## config.mk

```make
export PLATFORM = sky130hd
export DESIGN_NAME = vectrex_cart_loader
export DESIGN_NICKNAME = d
export VERILOG_FILES = /design/src/rtl/vectrex_cart_loader.sv
export SDC_FILE = /design/constraint.sdc
export NUM_CORES = 1
export LEC_CHECK = 0
export BUFFER_PORTS_ARGS = -buffer_cell sky130_fd_sc_hd__buf_2
export CORE_MARGIN = 2
export CORE_UTILIZATION = 61
export DETAILED_ROUTE_END_ITERATION = 7
export HOLD_SLACK_MARGIN = 0.02
export PLACE_DENSITY = 0.95
export SYNTH_ARGS = -nofsm -noshare
export SYNTH_HDL_FRONTEND = slang
export SYNTH_SLANG_ARGS = --single-unit
```

## constraint.sdc

```tcl
create_clock -name clk_sys -period 7.3 [get_ports clk_sys]
set_input_delay 0.365 -clock clk_sys [delete_from_list [all_inputs] [get_ports clk_sys]]
set_output_delay 0.365 -clock clk_sys [all_outputs]
set_load 0.005 [all_outputs]
```

## src/rtl/vectrex_cart_loader.sv

```systemverilog
// Cartridge download path: buffers ioctl bytes into a small FIFO, writes them to SDRAM,
// masks reads past the loaded size and sequences the core reset. Optional: CART_CHECKSUM_EN.
module vectrex_cart_loader #(
   parameter int ADDR_W     = 15,
   parameter int FIFO_DEPTH = 4,
   parameter int RESET_LEN  = 1000,
   parameter int LOGO_DELAY = 5000000
) (
   input  logic              clk_sys,
   input  logic              reset,
   input  logic              ioctl_download,
   input  logic              ioctl_wr,
   input  logic [24:0]       ioctl_addr,
   input  logic [7:0]        ioctl_dout,
   input  logic              skip_logo,
   input  logic              ext_reset_req,
   input  logic [ADDR_W-1:0] cart_addr,
   input  logic              cart_rd,
   input  logic [7:0]        mem_dout,
   input  logic              mem_ack,
   output logic [24:0]       mem_addr,
   output logic [7:0]        mem_din,
   output logic              mem_we,
   output logic              mem_rd,
   output logic [7:0]        cart_do,
   output logic [ADDR_W:0]   cart_size,
`ifdef CART_CHECKSUM_EN
   output logic [15:0]       cart_sum,
`endif
   output logic              overflow,
   output logic              core_reset,
   output logic              loading
);

   localparam int PTR_W   = $clog2(FIFO_DEPTH);
   localparam int CNT_MAX = (RESET_LEN > LOGO_DELAY) ? RESET_LEN : LOGO_DELAY;
   localparam int CNT_W   = $clog2(CNT_MAX + 1);
   localparam logic [CNT_W-1:0] RST_LOAD  = CNT_W'(RESET_LEN);
   localparam logic [CNT_W-1:0] LOGO_LOAD = CNT_W'(LOGO_DELAY);
   localparam logic [CNT_W-1:0] CNT_ONE   = CNT_W'(1);
   localparam logic [PTR_W:0]   PTR_ONE   = (PTR_W + 1)'(1);

   typedef enum logic [2:0] {
      S_IDLE,
      S_LOAD,
      S_DRAIN,
      S_HOLD,
      S_LOGO_WAIT
   } state_t;

   state_t           r_state, w_state_next;
   logic [CNT_W-1:0] r_cnt, w_cnt_next;
   logic             r_skip, w_skip_next;
   logic             r_dl_prev;
   logic             r_core_reset;
   logic             w_dl_rise;
   logic             w_fifo_clear;

   logic [ADDR_W-1:0] r_fifo_addr [FIFO_DEPTH];
   logic [7:0]        r_fifo_data [FIFO_DEPTH];
   logic [PTR_W:0]    r_wr_ptr, r_rd_ptr;
   logic              r_mem_we;
   logic [ADDR_W:0]   r_cart_size;
   logic              r_overflow;

   logic              w_fifo_empty, w_fifo_full;
   logic              w_pop, w_push, w_drop, w_wr_evt, w_in_range;
   logic [ADDR_W-1:0] w_byte_addr;
   logic [ADDR_W:0]   w_addr_plus1;

   assign w_dl_rise    = ioctl_download & ~r_dl_prev;
   assign w_fifo_empty = (r_wr_ptr == r_rd_ptr);
   assign w_fifo_full  = (r_wr_ptr[PTR_W] != r_rd_ptr[PTR_W]) &&
                         (r_wr_ptr[PTR_W-1:0] == r_rd_ptr[PTR_W-1:0]);
   assign w_pop        = r_mem_we & mem_ack;
   assign w_in_range   = (ioctl_addr[24:ADDR_W] == '0);
   assign w_wr_evt     = (r_state == S_LOAD) & ioctl_wr;
   // A full FIFO still accepts a byte when the head leaves in the same cycle.
   assign w_push       = w_wr_evt & w_in_range & (~w_fifo_full | w_pop);
   assign w_drop       = w_wr_evt & ~w_push;
   assign w_byte_addr  = ioctl_addr[ADDR_W-1:0];
   assign w_addr_plus1 = {1'b0, w_byte_addr} + {{ADDR_W{1'b0}}, 1'b1};

   always_comb begin
      w_state_next = r_state;
      w_cnt_next   = r_cnt;
      w_skip_next  = r_skip;
      w_fifo_clear = 1'b0;
      if (w_dl_rise) begin
         w_state_next = S_LOAD;
         w_skip_next  = skip_logo;
         w_fifo_clear = 1'b1;
      end else begin
         case (r_state)
            S_IDLE: begin
               if (ext_reset_req) begin
                  w_state_next = S_HOLD;
                  w_cnt_next   = RST_LOAD;
                  w_skip_next  = 1'b0;
               end
            end
            S_LOAD: begin
               if (!ioctl_download) w_state_next = S_DRAIN;
            end
            S_DRAIN: begin
               if (w_fifo_empty && !r_mem_we) begin
                  w_state_next = S_HOLD;
                  w_cnt_next   = RST_LOAD;
               end
            end
            S_HOLD: begin
               if (ext_reset_req) begin
                  w_cnt_next  = RST_LOAD;
                  w_skip_next = 1'b0;
               end else if (r_cnt <= CNT_ONE) begin
                  // The logo-skip reset happens once per download.
                  if (r_skip) begin
                     w_state_next = S_LOGO_WAIT;
                     w_cnt_next   = LOGO_LOAD;
                     w_skip_next  = 1'b0;
                  end else begin
                     w_state_next = S_IDLE;
                  end
               end else begin
                  w_cnt_next = r_cnt - CNT_ONE;
               end
            end
            S_LOGO_WAIT: begin
               if (ext_reset_req) begin
                  w_state_next = S_HOLD;
                  w_cnt_next   = RST_LOAD;
                  w_skip_next  = 1'b0;
               end else if (r_cnt <= CNT_ONE) begin
                  w_state_next = S_HOLD;
                  w_cnt_next   = RST_LOAD;
               end else begin
                  w_cnt_next = r_cnt - CNT_ONE;
               end
            end
            default: w_state_next = S_IDLE;
         endcase
      end
   end

   always_ff @(posedge clk_sys) begin
      if (reset) begin
         r_state      <= S_IDLE;
         r_cnt        <= RST_LOAD;
         r_skip       <= 1'b0;
         r_dl_prev    <= 1'b0;
         r_core_reset <= 1'b1;
      end else begin
         r_state      <= w_state_next;
         r_cnt        <= w_cnt_next;
         r_skip       <= w_skip_next;
         r_dl_prev    <= ioctl_download;
         r_core_reset <= (w_state_next == S_LOAD) || (w_state_next == S_DRAIN) ||
                         (w_state_next == S_HOLD);
      end
   end

   always_ff @(posedge clk_sys) begin
      if (w_push) begin
         r_fifo_addr[r_wr_ptr[PTR_W-1:0]] <= w_byte_addr;
         r_fifo_data[r_wr_ptr[PTR_W-1:0]] <= ioctl_dout;
      end
   end

   // Reset and download start both abandon any buffered or in-flight write.
   always_ff @(posedge clk_sys) begin
      if (reset || w_fifo_clear) begin
         r_wr_ptr    <= '0;
         r_rd_ptr    <= '0;
         r_mem_we    <= 1'b0;
         r_cart_size <= '0;
         r_overflow  <= 1'b0;
      end else begin
         if (w_push) r_wr_ptr <= r_wr_ptr + PTR_ONE;
         if (w_pop)  r_rd_ptr <= r_rd_ptr + PTR_ONE;
         if (w_drop) r_overflow <= 1'b1;
         if (w_push && (w_addr_plus1 > r_cart_size)) r_cart_size <= w_addr_plus1;
         if (w_pop) r_mem_we <= 1'b0;
         else if (!r_mem_we && !w_fifo_empty) r_mem_we <= 1'b1;
      end
   end

`ifdef CART_CHECKSUM_EN
   logic [15:0] r_sum;
   always_ff @(posedge clk_sys) begin
      if (reset || w_fifo_clear) r_sum <= '0;
      else if (w_push) r_sum <= r_sum + {8'h00, ioctl_dout};
   end
   assign cart_sum = r_sum;
`endif

   assign mem_we     = r_mem_we;
   assign mem_addr   = r_mem_we ? 25'(r_fifo_addr[r_rd_ptr[PTR_W-1:0]]) : 25'(cart_addr);
   assign mem_din    = r_fifo_data[r_rd_ptr[PTR_W-1:0]];
   assign mem_rd     = cart_rd & ((r_state == S_IDLE) || (r_state == S_LOGO_WAIT));
   assign cart_do    = ({1'b0, cart_addr} < r_cart_size) ? mem_dout : 8'hFF;
   assign cart_size  = r_cart_size;
   assign overflow   = r_overflow;
   assign core_reset = r_core_reset;
   assign loading    = (r_state == S_LOAD) || (r_state == S_DRAIN);

endmodule

```

Yosys cells after proc, flatten, opt, wreduce, memory -nomap -nowiden
Memories as Yosys holds them, arrays and structs flattened. A register that Yosys moved wholly into a read port is not among the register bits. Cells that the tools add are included. Widths: inputs -> output; s select.

Reductions and logical operators: 19. Order comparisons: 3. Eq/ne operators: 15. Bitwise operators: 12. $add $sub $neg: 4. Mux-type cells: 32.

Operators by type and width (count): $mux 23 (7); $pmux 23 s4 (1); $mux 3 (9); $le 23x1->1 const B (1); $sub 23x1->23 const B (1); $add 15x1->16 const B (1); $gt 16x16->1 (1); $lt 15x16->1 (1); $mux 15 (1); $pmux 3 s5 (1); $eq 3x2->1 const B (4); $logic_not 10->1 (1); $mux 2 (4); $mux 8 (1); $ne 4x4->1 const B (2); $and 1x1->1 (7); $mux 1 (7); $add 3x1->3 const B (2); $eq 3x1->1 const B (2); $logic_or 1x1->1 (5); $reduce_and 5->1 (1); $logic_and 1x1->1 (4); $ne 2x2->1 const B (2); $not 1->1 (4); other kinds (13) (15).

Bits in writable memories: 92. Input bits: 64. Bits in registers: 53. Memories: 2. Logic and storage cells: 97.

Memories: r_fifo_addr (words 4, bits a word 15, rd ports 1, clocked after Yosys merged registers in 1, wr ports 1, line 59) `logic [ADDR_W-1:0] r_fifo_addr [FIFO_DEPTH];`; r_fifo_data (words 4, bits a word 8, rd ports 1, clocked after Yosys merged registers in 1, wr ports 1, line 60) `logic [7:0] r_fifo_data [FIFO_DEPTH];`.

Logic depth before layout (Yosys ltp)
Gate-level depths: netlist of run 1.

Depth in word-level cells: 8. Depth in mapped cells: 12. Depth with buffers taken out: 11.

Worst setup path after synthesis of run 1
No wires, ideal clock.

Path type: input to register. Start: in ioctl_addr[5]. End: reg r_cart_size[10] (netlist: cart_size[10]). Stages: 11. Setup time: 0.086 ns. Arrival: 3.186 ns. Setup slack: 4.029 ns. Cell sequence: nand3_1 > or3_1 > o21a_1 > or2_2 > ha_1 > nand4_1 > or4_1 > o211ai_1 > buf_2 > a311oi_1 > a211oi_1.

Longest elaborated chain between the ends: 3.

RTL lines: from (decl) (line 13) `input logic [24:0] ioctl_addr,`; $add 15x1->16 (line 82) `assign w_addr_plus1 = {1'b0, w_byte_addr} + {{ADDR_W{1'b0}}, 1'b1};`; net w_addr_plus1[14] (line 69) `logic [ADDR_W:0] w_addr_plus1;`; $gt 16x16->1 (line 181) `if (w_push && (w_addr_plus1 > r_cart_size)) r_cart_size <= w_addr_plus1;`; $logic_and 1x1->1 (line 181); to (signal assigned) (line 181); to (decl) (line 63) `logic [ADDR_W:0] r_cart_size;`.

The timed path passes the listed nets, and every way through them passes these cells. A chain may end at the register's enable or synchronous reset.

Worst setup path after layout of run 1
Start: in ioctl_addr[3]. End: reg r_cart_size[5] (netlist: cart_size[5]).

The elaborated chain is that of the path after synthesis.

==> results.yml, run 1 <==
outcome:
  outcome: "finished, final reports clean"
final_layout:
  num-fill-cells: 727
  drive_above_1_share_pct: 27.9
  nNetsFinal: 844
  regArea_um2: 3860
  diodes: 0
  syn_to_final_growth_pct: 16.7
  mostFrequentLayoutCell: "buf_2"
  multiInputGateArea_um2: 3420
  final_cell_mix: "115 x buf_2, 92 x edfxtp_1, 55 x dfxtp_1, 38 x inv_1, 38 x ha_1"
timing:
  finalSetupTns_ps: 0
  fmax_ghz: 0.249
  period_share_pct: 54.9
  holdWs_ps: 154
  rsz0062_at_grt: "no"
  slew_violations: 0
  finClkSkew_ps: 5.94
  setup_viol: 0
  hold_viol: 0
  finalWorstSetupSlack_ps: 3290
  min_period_ps: 4010
  max_slew_margin_pct: 20.1
  worstMarginPinSlew_ps: 1200
clock_network:
  insertion_delay_ps: 430
  clkSinkCount: 147
  ctsLongestPathBuffers: 2
  hold_buffers: 0
  clk_pin_slew_worst_paths_ps: 70
  cts_setup_buffers: 0
  root_buffer: "clkbuf_16"
  htreeDepth: 4
  cts_buffers: 17
  tritoncts: "yes"
  postCtsResizedCells: 0
grt:
  grt-ovfl-total: 0
  gr-usage-met2_pct: 52.2
  grt_first_pass_wirelength_um: 31900
  grt_max_degree: 25
  grt_pass1_vias: 5987
  grt_busiest_layer: "met2"
  met1_usage_pct: 39.2
  grtUsageTotal_pct: 31.6
  antenna_found_initial: 0
  grt_use_met3_pct: 7.64
power:
  swShare_pct: 25.5
  power_frac_seq_pct: 46.9
  clkPwrFrac_pct: 44.6
  ir_drop_v: 0.000185
  p_switching_uw: 487
  intPower_uw: 1420
  power_density_nw_per_um2: 216
  p_leak_uw: 0.00324
  share_comb_of_total_power_pct: 8.6
detailed_routing:
  drcViolationCount: 0
  first_pass_iters: 7
  initialDrtViolationCount: 847
  routed_wl_um: 20300
  vias: 6233
  wl_per_cell_um: 22.0
  drtAntennaViolNets: 0
  routed_via_density: 6.75
placement:
  hpwl_um: 13600
  port_buffers: 115
  place_ws_ps: 3030
  gp_congestion: 0.950
worst_setup_path:
  cp.arrival_ps: 4270
  start_kind: "input pin"
  crit_type: "input pin to flip-flop"
  worstPathMaxFanout: 13
  end_kind: "flip-flop"
  cp.required_ps: 7570
synthesis:
  ys_seq_area_share_pct: 51.0
  ys_ff_latch: 147
  yosysUniqueCellTypes: 67
  synth_area_um2: 7580
  synth_flop_cell: "edfxtp_1"
  yosysWarnings: 0
  async_reset_ff_share_pct: 0
  syn_avg_cell_area_um2: 12.0
  synthCells: 629
  synth-edff-count: 92
floorplanning:
  die_h_um: 115
  io_pins: 126
  rows: 40
  die_x_um: 115
  start_util_pct: 62.8
  die_area_um2: 13300
  core_area_um2: 12100
flow_run:
  max_cap_viol_count: 0
hold_path:
  min_path_type: "input pin to flip-flop"
layer usage:
metal | routed length, um | up-vias
met5 | 0 | -
met4 | 1040 | 0
met1 | 7380 | 2956
met3 | 2060 | 95
met2 | 9810 | 488
li1 | - | 2694
metrics by stage:
stage / std cells / power (uW) / util (%) / area [um^2]
after floorplan: 638 / 1010 / - / 7610
after global placement: 891 / 1060 / 68.5 / 8260
after detailed placement: 891 / 1070 / 68.5 / 8260
after CTS: 923 / 1900 / 73.3 / 8840
after global routing: 923 / 1960 / 73.3 / 8840
final: 923 / 1910 / 73.3 / 8840
final timing paths:
check	to	cells after the start	slack, ps	from
worst max register to register	cart_size[5]$_SDFFE_PP0P_	7	4120	cart_size[15]$_SDFFE_PP0P_
worst min-delay path	r_fifo_data[0][4]$_DFFE_PP_	1	150	ioctl_dout[4]
worst min register to register	overflow$_SDFFE_PP0P_	2	470	overflow$_SDFFE_PP0P_
worst max-delay path	cart_size[5]$_SDFFE_PP0P_	11	3290	ioctl_addr[3]
power groups by stage:
stage               Sequential (uW)  Clock [uW]  Combinational, uW
floorplan                       909           0               96.5
global placement                912           0                144
detailed placement              913           0                155
CTS                             895         852                159
global route                    896         883                178
finish                          895         851                164
cell families after synthesis:
kind of cell    share of synthesized area [%]
simple gates                             13.4
flops                                    51.0
compound gates                           13.0
buf+inv                                  4.34
mux                                      9.72
fa+ha+maj                                6.27
xor+xnor                                 2.31
other cells                            0.0495
Yosys cell counts (3+ instances only):
cell | count | share of area (%)
buf_4 | 10 | 0.99
o21ai_0 | 8 | 0.53
ha_1 | 38 | 6.3
mux4_2 | 23 | 6.8
mux2i_1 | 5 | 0.66
dfxtp_1 | 55 | 15
nand3_1 | 22 | 1.5
o31ai_1 | 8 | 0.79
nor3_1 | 8 | 0.53
and3_1 | 9 | 0.74
or4_1 | 16 | 1.6
nand3b_1 | 6 | 0.59
a311oi_1 | 12 | 1.4
nor2b_1 | 6 | 0.50
a21o_1 | 10 | 0.99
a221o_1 | 3 | 0.40
buf_2 | 8 | 0.53
mux2_2 | 15 | 2.2
nand4_1 | 6 | 0.50
o21a_1 | 3 | 0.30
xnor2_1 | 7 | 0.81
xor2_1 | 13 | 1.5
and4_1 | 3 | 0.35
inv_1 | 38 | 1.9
a31oi_1 | 5 | 0.41
or3_1 | 7 | 0.58
a31o_2 | 4 | 0.46
nand2_1 | 23 | 1.1
a211oi_1 | 17 | 1.7
a21oi_1 | 28 | 1.8
clkbuf_1 | 18 | 0.89
nor4_2 | 3 | 0.50
edfxtp_1 | 92 | 36
nor4_1 | 14 | 1.2
o41ai_1 | 5 | 0.58
nor2_1 | 28 | 1.4
a221oi_1 | 3 | 0.35
o211ai_1 | 15 | 1.5
nand2b_1 | 3 | 0.25
layout make-up:
class / instances / share of cell area (%)
Tap cell: 168 / 2.38
Timing Repair Buffer: 122 / 7.10
Sequential cell: 147 / 43.7
Clock inverter: 13 / 1.27
Clock buffer: 19 / 5.25
Multi-Input combinational cell: 416 / 38.7
Inverter: 38 / 1.61
flip-flops by register name, indices dropped and copies added (netlist names), 3 cells and up, named ones only:
| register | cells |
|---|---|
| r_rd_ptr | 3 |
| r_state | 3 |
| r_fifo_addr | 60 |
| r_wr_ptr | 3 |
| cart_size | 16 |
| r_fifo_data | 32 |
| r_cnt | 23 |
critical path: stages:
cell      delay [ps]
buf_2            180
nand3_1          280
or3_1            490
o21a_1           190
or2_2            290
ha_1             320
nand4_1          210
or4_1            560
o211ai_1         850
a31o_2           390
a211oi_1         140
Note: power is estimated with default switching activity, not from simulation.
==> run 2, diff against run 1 <==
--- a/config.mk
+++ b/config.mk
@@ -7,10 +7,10 @@
 export LEC_CHECK = 0
 export BUFFER_PORTS_ARGS = -buffer_cell sky130_fd_sc_hd__buf_2
 export CORE_MARGIN = 2
-export CORE_UTILIZATION = 61
+export CORE_UTILIZATION = 57
 export DETAILED_ROUTE_END_ITERATION = 7
 export HOLD_SLACK_MARGIN = 0.02
-export PLACE_DENSITY = 0.95
+export PLACE_DENSITY = 0.92
 export SYNTH_ARGS = -nofsm -noshare
 export SYNTH_HDL_FRONTEND = slang
 export SYNTH_SLANG_ARGS = --single-unit
==> constraint.sdc (replaced) <==
create_clock -name clk_sys -period 3.85 [get_ports clk_sys]
set_input_delay 0.1925 -clock clk_sys [delete_from_list [all_inputs] [get_ports clk_sys]]
set_output_delay 0.1925 -clock clk_sys [all_outputs]
set_load 0.005 [all_outputs]
==> run 2 against run 1 <==
Compared with the run above: sequential share of layout area fell by 0.54 points; routed wire length fell by 1.0%; register-to-register slack got worse by 3100 ps; cell area rose by 1.3%; die area rose by 6.8%; utilization fell by 5.2 points; combinational power rose by 93%; worst setup slack got worse by 2900 ps; critical path type unchanged.
==> results.yml, run 2 (synthesized netlist as in run 1, its figures left out) <==
final_layout:
  post-route-util_pct: 68.1
  nNetsFinal: 856
  mostFrequentLayoutCell: "buf_2"
  diodes: 0
  drive_above_1_share_pct: 27.6
  syn_to_final_growth_pct: 18.1
  largest_reg_flops: 60
  final_cell_mix: "115 x buf_2, 92 x edfxtp_1, 55 x dfxtp_1, 38 x inv_1, 38 x ha_1"
timing:
  slew_violations: 0
  rsz0062_at_grt: "no"
  max_slew_margin_pct: 18.9
  period_share_pct: 89.4
  hold_viol: 0
  fmax_ghz: 0.290
  worstMarginPinSlew_ps: 1220
  finalSetupTns_ps: 0
  min_period_ps: 3440
  setup_viol: 0
  finClkSkew_ps: 10.1
worst_setup_path:
  worstPathMaxFanout: 12
  crit_start: "ioctl_addr[0]"
  end_kind: "flip-flop"
  timing.rr.start: "mem_we$_SDFFE_PP0P_"
  cp.required_ps: 4160
  crit_type: "input pin to flip-flop"
  start_kind: "input pin"
  rr_worst_depth: 5
  cp.arrival_ps: 3750
placement:
  gp_congestion: 0.890
  port_buffers: 115
  hpwl_um: 13400
power:
  power_density_nw_per_um2: 404
  p_leak_uw: 0.00328
  ir_drop_v: 0.000270
detailed_routing:
  routed_via_density: 6.62
  initialDrtViolationCount: 925
  drtAntennaViolNets: 0
  vias: 6245
  met1_length_um: 7570
  first_pass_iters: 6
  routed_wl_um: 20100
  drcViolationCount: 0
  dr_wl_met2_um: 10000
  highest_layer: "met4"
  wl_met3_um: 1740
  wl_per_cell_um: 21.3
clock_network:
  tritoncts: "yes"
  clkSinkCount: 147
  root_buffer: "clkbuf_16"
  cts_buffers: 17
  htreeDepth: 4
  ctsLongestPathBuffers: 2
  insertion_delay_ps: 430
  cts_setup_buffers: 0
  clk_pin_slew_worst_paths_ps: 60
hold_path:
  holdCritStartpoint: "ioctl_addr[6]"
  hold_path_depth: 1
  min_path_type: "input pin to flip-flop"
outcome:
  outcome: "finished, final reports clean"
flow_run:
  max_cap_viol_count: 0
floorplanning:
  rows: 42
  die_h_um: 119
  io_pins: 126
  core_area_um2: 13100
  die_area_um2: 14200
  start_util_pct: 57.7
  die_x_um: 119
grt:
  grt_pass1_vias: 6236
  grt-ovfl-total: 0
  grt_max_degree: 25
  grt_first_pass_wirelength_um: 32000
  antenna_found_initial: 0
  grtUsageTotal_pct: 28.8
[run 2: final timing paths]
kind,to,slack [ps]
worst max-delay path,cart_size[10]$_SDFFE_PP0P_,410
worst min-delay path,r_fifo_addr[0][6]$_DFFE_PP_,40
worst max register to register,cart_size[14]$_SDFFE_PP0P_,1070
worst min register to register,overflow$_SDFFE_PP0P_,470
[run 2: per-stage QoR]
stage / std cells / power [uW] / area, um^2 / worst slack, ps / hold slack [ps]
floorplan: 638 / 1910 / 7610 / 751 / 291
global placement: 903 / 2010 / 8300 / 475 / 402
finish: 943 / 3620 / 8950 / 408 / 35.9
CTS: 943 / 3620 / 8950 / 527 / 22.0
detailed placement: 903 / 2020 / 8300 / 211 / 412
global route: 943 / 3720 / 8950 / 282 / 34.4
[run 2: layout make-up]
| class | instances | area, um^2 |
|---|---|---|
| clock buffer | 18 | 429 |
| inverter | 38 | 143 |
| clock inverter | 14 | 139 |
| tap | 176 | 220 |
| fill | 885 | 4190 |
| multi-input combinational | 416 | 3420 |
| sequential | 147 | 3860 |
| timing repair buffer | 134 | 738 |
[run 2: power by group]
group | internal, uW | leakage [uW] | total [uW] | switching, uW
Sequential | 1680 | 0.00127 | 1700 | 17.4
Clock | 909 | 0.000274 | 1600 | 695
Combinational | 120 | 0.00174 | 317 | 197
[run 2: layer usage]
layer	vias to the layer above	global-route usage [%]
met4	0	11.4
met5	-	0
met1	2977	36.1
met3	93	5.99
met2	464	48.9
li1	2711	-
[run 2: worst max-delay path, stage by stage]
cell and delay [ps]:
buf_2 180, ha_1 250, nand2_1 190, or3_1 400, o21a_1 220, or2_2 320
ha_1 330, nand4_1 220, or4_1 570, o211ai_1 280, buf_4 240, a311oi_1 70
a211oi_1 280
[run 2: repair_timing]
item	CTS	global route
endpoints found under the hold margin	32	0
hold buffers	8	0
resized for setup	0	0
==> run 3, diff against run 2 <==
--- a/config.mk
+++ b/config.mk
@@ -7,10 +7,10 @@
 export LEC_CHECK = 0
 export BUFFER_PORTS_ARGS = -buffer_cell sky130_fd_sc_hd__buf_2
 export CORE_MARGIN = 2
-export CORE_UTILIZATION = 57
+export CORE_UTILIZATION = 50
 export DETAILED_ROUTE_END_ITERATION = 7
 export HOLD_SLACK_MARGIN = 0.02
-export PLACE_DENSITY = 0.92
+export PLACE_DENSITY = 0.83
 export SYNTH_ARGS = -nofsm -noshare
 export SYNTH_HDL_FRONTEND = slang
 export SYNTH_SLANG_ARGS = --single-unit
==> run 3 against run 2 <==
Compared with the run above: sequential share of layout area fell by 0.20 points; combinational power decreased by 2%; worst setup slack worse by 200 ps; maximum frequency shrank 5.5%; clock power fell by 4%; routed wire length down 6.0%; global-route usage is 4.9 points lower; first-iteration DRC count is 44% lower; die area increased by 14%; non-clock buffer count rose by 6; sequential power hardly changed; highest routed layer unchanged.
==> results.yml, run 3 (synthesized netlist as in run 1, its figures left out) <==
grt:
  grt-ovfl-total: 0
  grtUsageTotal_pct: 23.9
  grt_max_degree: 25
  antenna_found_initial: 0
  met1_usage_pct: 30.2
  gr-usage-met2_pct: 39.8
  grt_busiest_layer: "met2"
  grt_pass1_vias: 5703
  grt_use_met3_pct: 4.98
  grt_first_pass_wirelength_um: 29800
timing:
  fmax_ghz: 0.274
  rsz0062_at_grt: "no"
  setup_viol: 0
  hold_viol: 0
  finalSetupTns_ps: 0
  slew_violations: 0
  finClkSkew_ps: 7.15
  period_share_pct: 94.6
  worstMarginPinSlew_ps: 1050
  max_slew_margin_pct: 29.9
  min_period_ps: 3640
final_layout:
  drive_above_1_share_pct: 27.4
  largest_reg_flops: 60
  diodes: 0
  design_area_um2: 8990
  num-fill-cells: 1110
  syn_to_final_growth_pct: 18.7
  final_cell_mix: "115 x buf_2, 92 x edfxtp_1, 55 x dfxtp_1, 38 x inv_1, 38 x ha_1"
  regArea_um2: 3860
  multiInputGateArea_um2: 3420
  nNetsFinal: 862
  mostFrequentLayoutCell: "buf_2"
clock_network:
  postCtsResizedCells: 0
  clkSinkCount: 147
  cts_setup_buffers: 0
  insertion_delay_ps: 420
  cts_buffers: 17
  clk_pin_slew_worst_paths_ps: 60
  root_buffer: "clkbuf_16"
  tritoncts: "yes"
  ctsLongestPathBuffers: 2
  htreeDepth: 4
floorplanning:
  die_area_um2: 16200
  core_area_um2: 14600
  start_util_pct: 51.8
  io_pins: 126
  rows: 44
  die_x_um: 127
  die_h_um: 127
worst_setup_path:
  path_buf_inv: 3
  rr_worst_depth: 5
  path_delay_family: "simple AND/OR/NAND/NOR gates"
  crit_start: "ioctl_addr[1]"
  worstPathMaxFanout: 12
  crit_top_cell: "ha_1"
  cp.arrival_ps: 3960
  cp-endpoint: "cart_size[7]$_SDFFE_PP0P_"
  max_stage_delay_ps: 560
  crit_type: "input pin to flip-flop"
  timing.rr.start: "mem_we$_SDFFE_PP0P_"
  start_kind: "input pin"
  cp_cell_sequence: "dlygate4sd3_1 -> buf_2 -> ha_1 -> nand2_1 -> or3_1 -> o21a_1 -> or2_2 -> ha_1 -> nand4_1 -> or4_1 -> o211ai_1 -> buf_4 -> a311oi_1 -> a211oi_1"
  ff2ff_setup_slack_ps: 1270
  end_kind: "flip-flop"
  path_depth: 14
  cp.required_ps: 4170
  r2r_end: "r_cnt[16]$_SDFFE_PP0P_"
  critPathSlowestCell: "or4_1"
power:
  share_comb_of_total_power_pct: 8.8
  clkPwrFrac_pct: 43.3
  swShare_pct: 23.9
  p_leak_uw: 0.00329
  ir_drop_v: 0.000310
  power_density_nw_per_um2: 394
  power_frac_seq_pct: 47.9
  power_uw: 3540
  intPower_uw: 2690
  p_switching_uw: 848
detailed_routing:
  first_pass_iters: 5
  drtAntennaViolNets: 0
  routed_via_density: 6.08
  drcViolationCount: 0
  wl_per_cell_um: 19.7
  routed_wl_um: 18900
  initialDrtViolationCount: 519
  vias: 5816
placement:
  hpwl_um: 12600
  port_buffers: 115
  gp_congestion: 0.841
  placed_cell_area_um2: 8340
outcome:
  outcome: "finished, final reports clean"
hold_path:
  hold_path_depth: 1
  min_path_type: "input pin to flip-flop"
flow_run:
  max_cap_viol_count: 0
-- run 3: cell types whose count changed in the layout (fill, tap and decap cells not counted) --
cell,previous run,this run
clkinv_4,0,3
dlygate4sd3_1,8,11
clkinvlp_4,2,3
buf_4,11,14
inv_6,6,1
clkbuf_1,1,4
inv_8,3,1
-- run 3: per-layer routing --
layer	up-vias	part of all wire, %
met5	-	0
met2	265	48
li1	2726	-
met4	0	3.2
met3	37	6.0
met1	2788	42
-- run 3: repair_timing --
action | CTS | global route
hold endpoints to repair | 41 | 0
setup endpoints to repair | 0 | 1
hold buffers | 11 | 0
-- run 3: layout make-up --
type,instances,area share (%)
repair buffers,140,8.79
inverters,38,1.59
flip-flops and latches,147,43.0
clock inverters,11,1.18
clock buffers,21,4.90
well taps,184,2.56
multi-input cells,416,38.0
-- run 3: metrics by stage --
stage                     setup slack [ps]  hold slack, ps  instances  util [%]
after floorplan                        751             291        638         -
after global placement                 493             409        914      56.9
after detailed placement               398             411        914      56.9
after CTS                              246            29.8        957      61.4
after global routing                  14.2            32.7        957      61.4
final                                  206            41.6        957      61.4
-- run 3: worst min-delay path by stage --
stage,end,startpoint
floorplan,r_fifo_addr[0][0]$_DFFE_PP_,ioctl_addr[0]
global placement,r_fifo_data[1][1]$_DFFE_PP_,ioctl_dout[1]
detailed placement,r_fifo_data[2][1]$_DFFE_PP_,ioctl_dout[1]
CTS,r_fifo_addr[2][8]$_DFFE_PP_,ioctl_addr[8]
global route,r_fifo_addr[2][8]$_DFFE_PP_,ioctl_addr[8]
finish,r_fifo_addr[2][8]$_DFFE_PP_,ioctl_addr[8]
-- run 3: power groups by stage --
stage | Combinational [uW] | Clock (uW) | Sequential (uW)
finish | 311 | 1530 | 1700
global route | 343 | 1620 | 1700
floorplan | 183 | 0 | 1720
detailed placement | 294 | 0 | 1730
CTS | 306 | 1550 | 1700
global placement | 285 | 0 | 1730
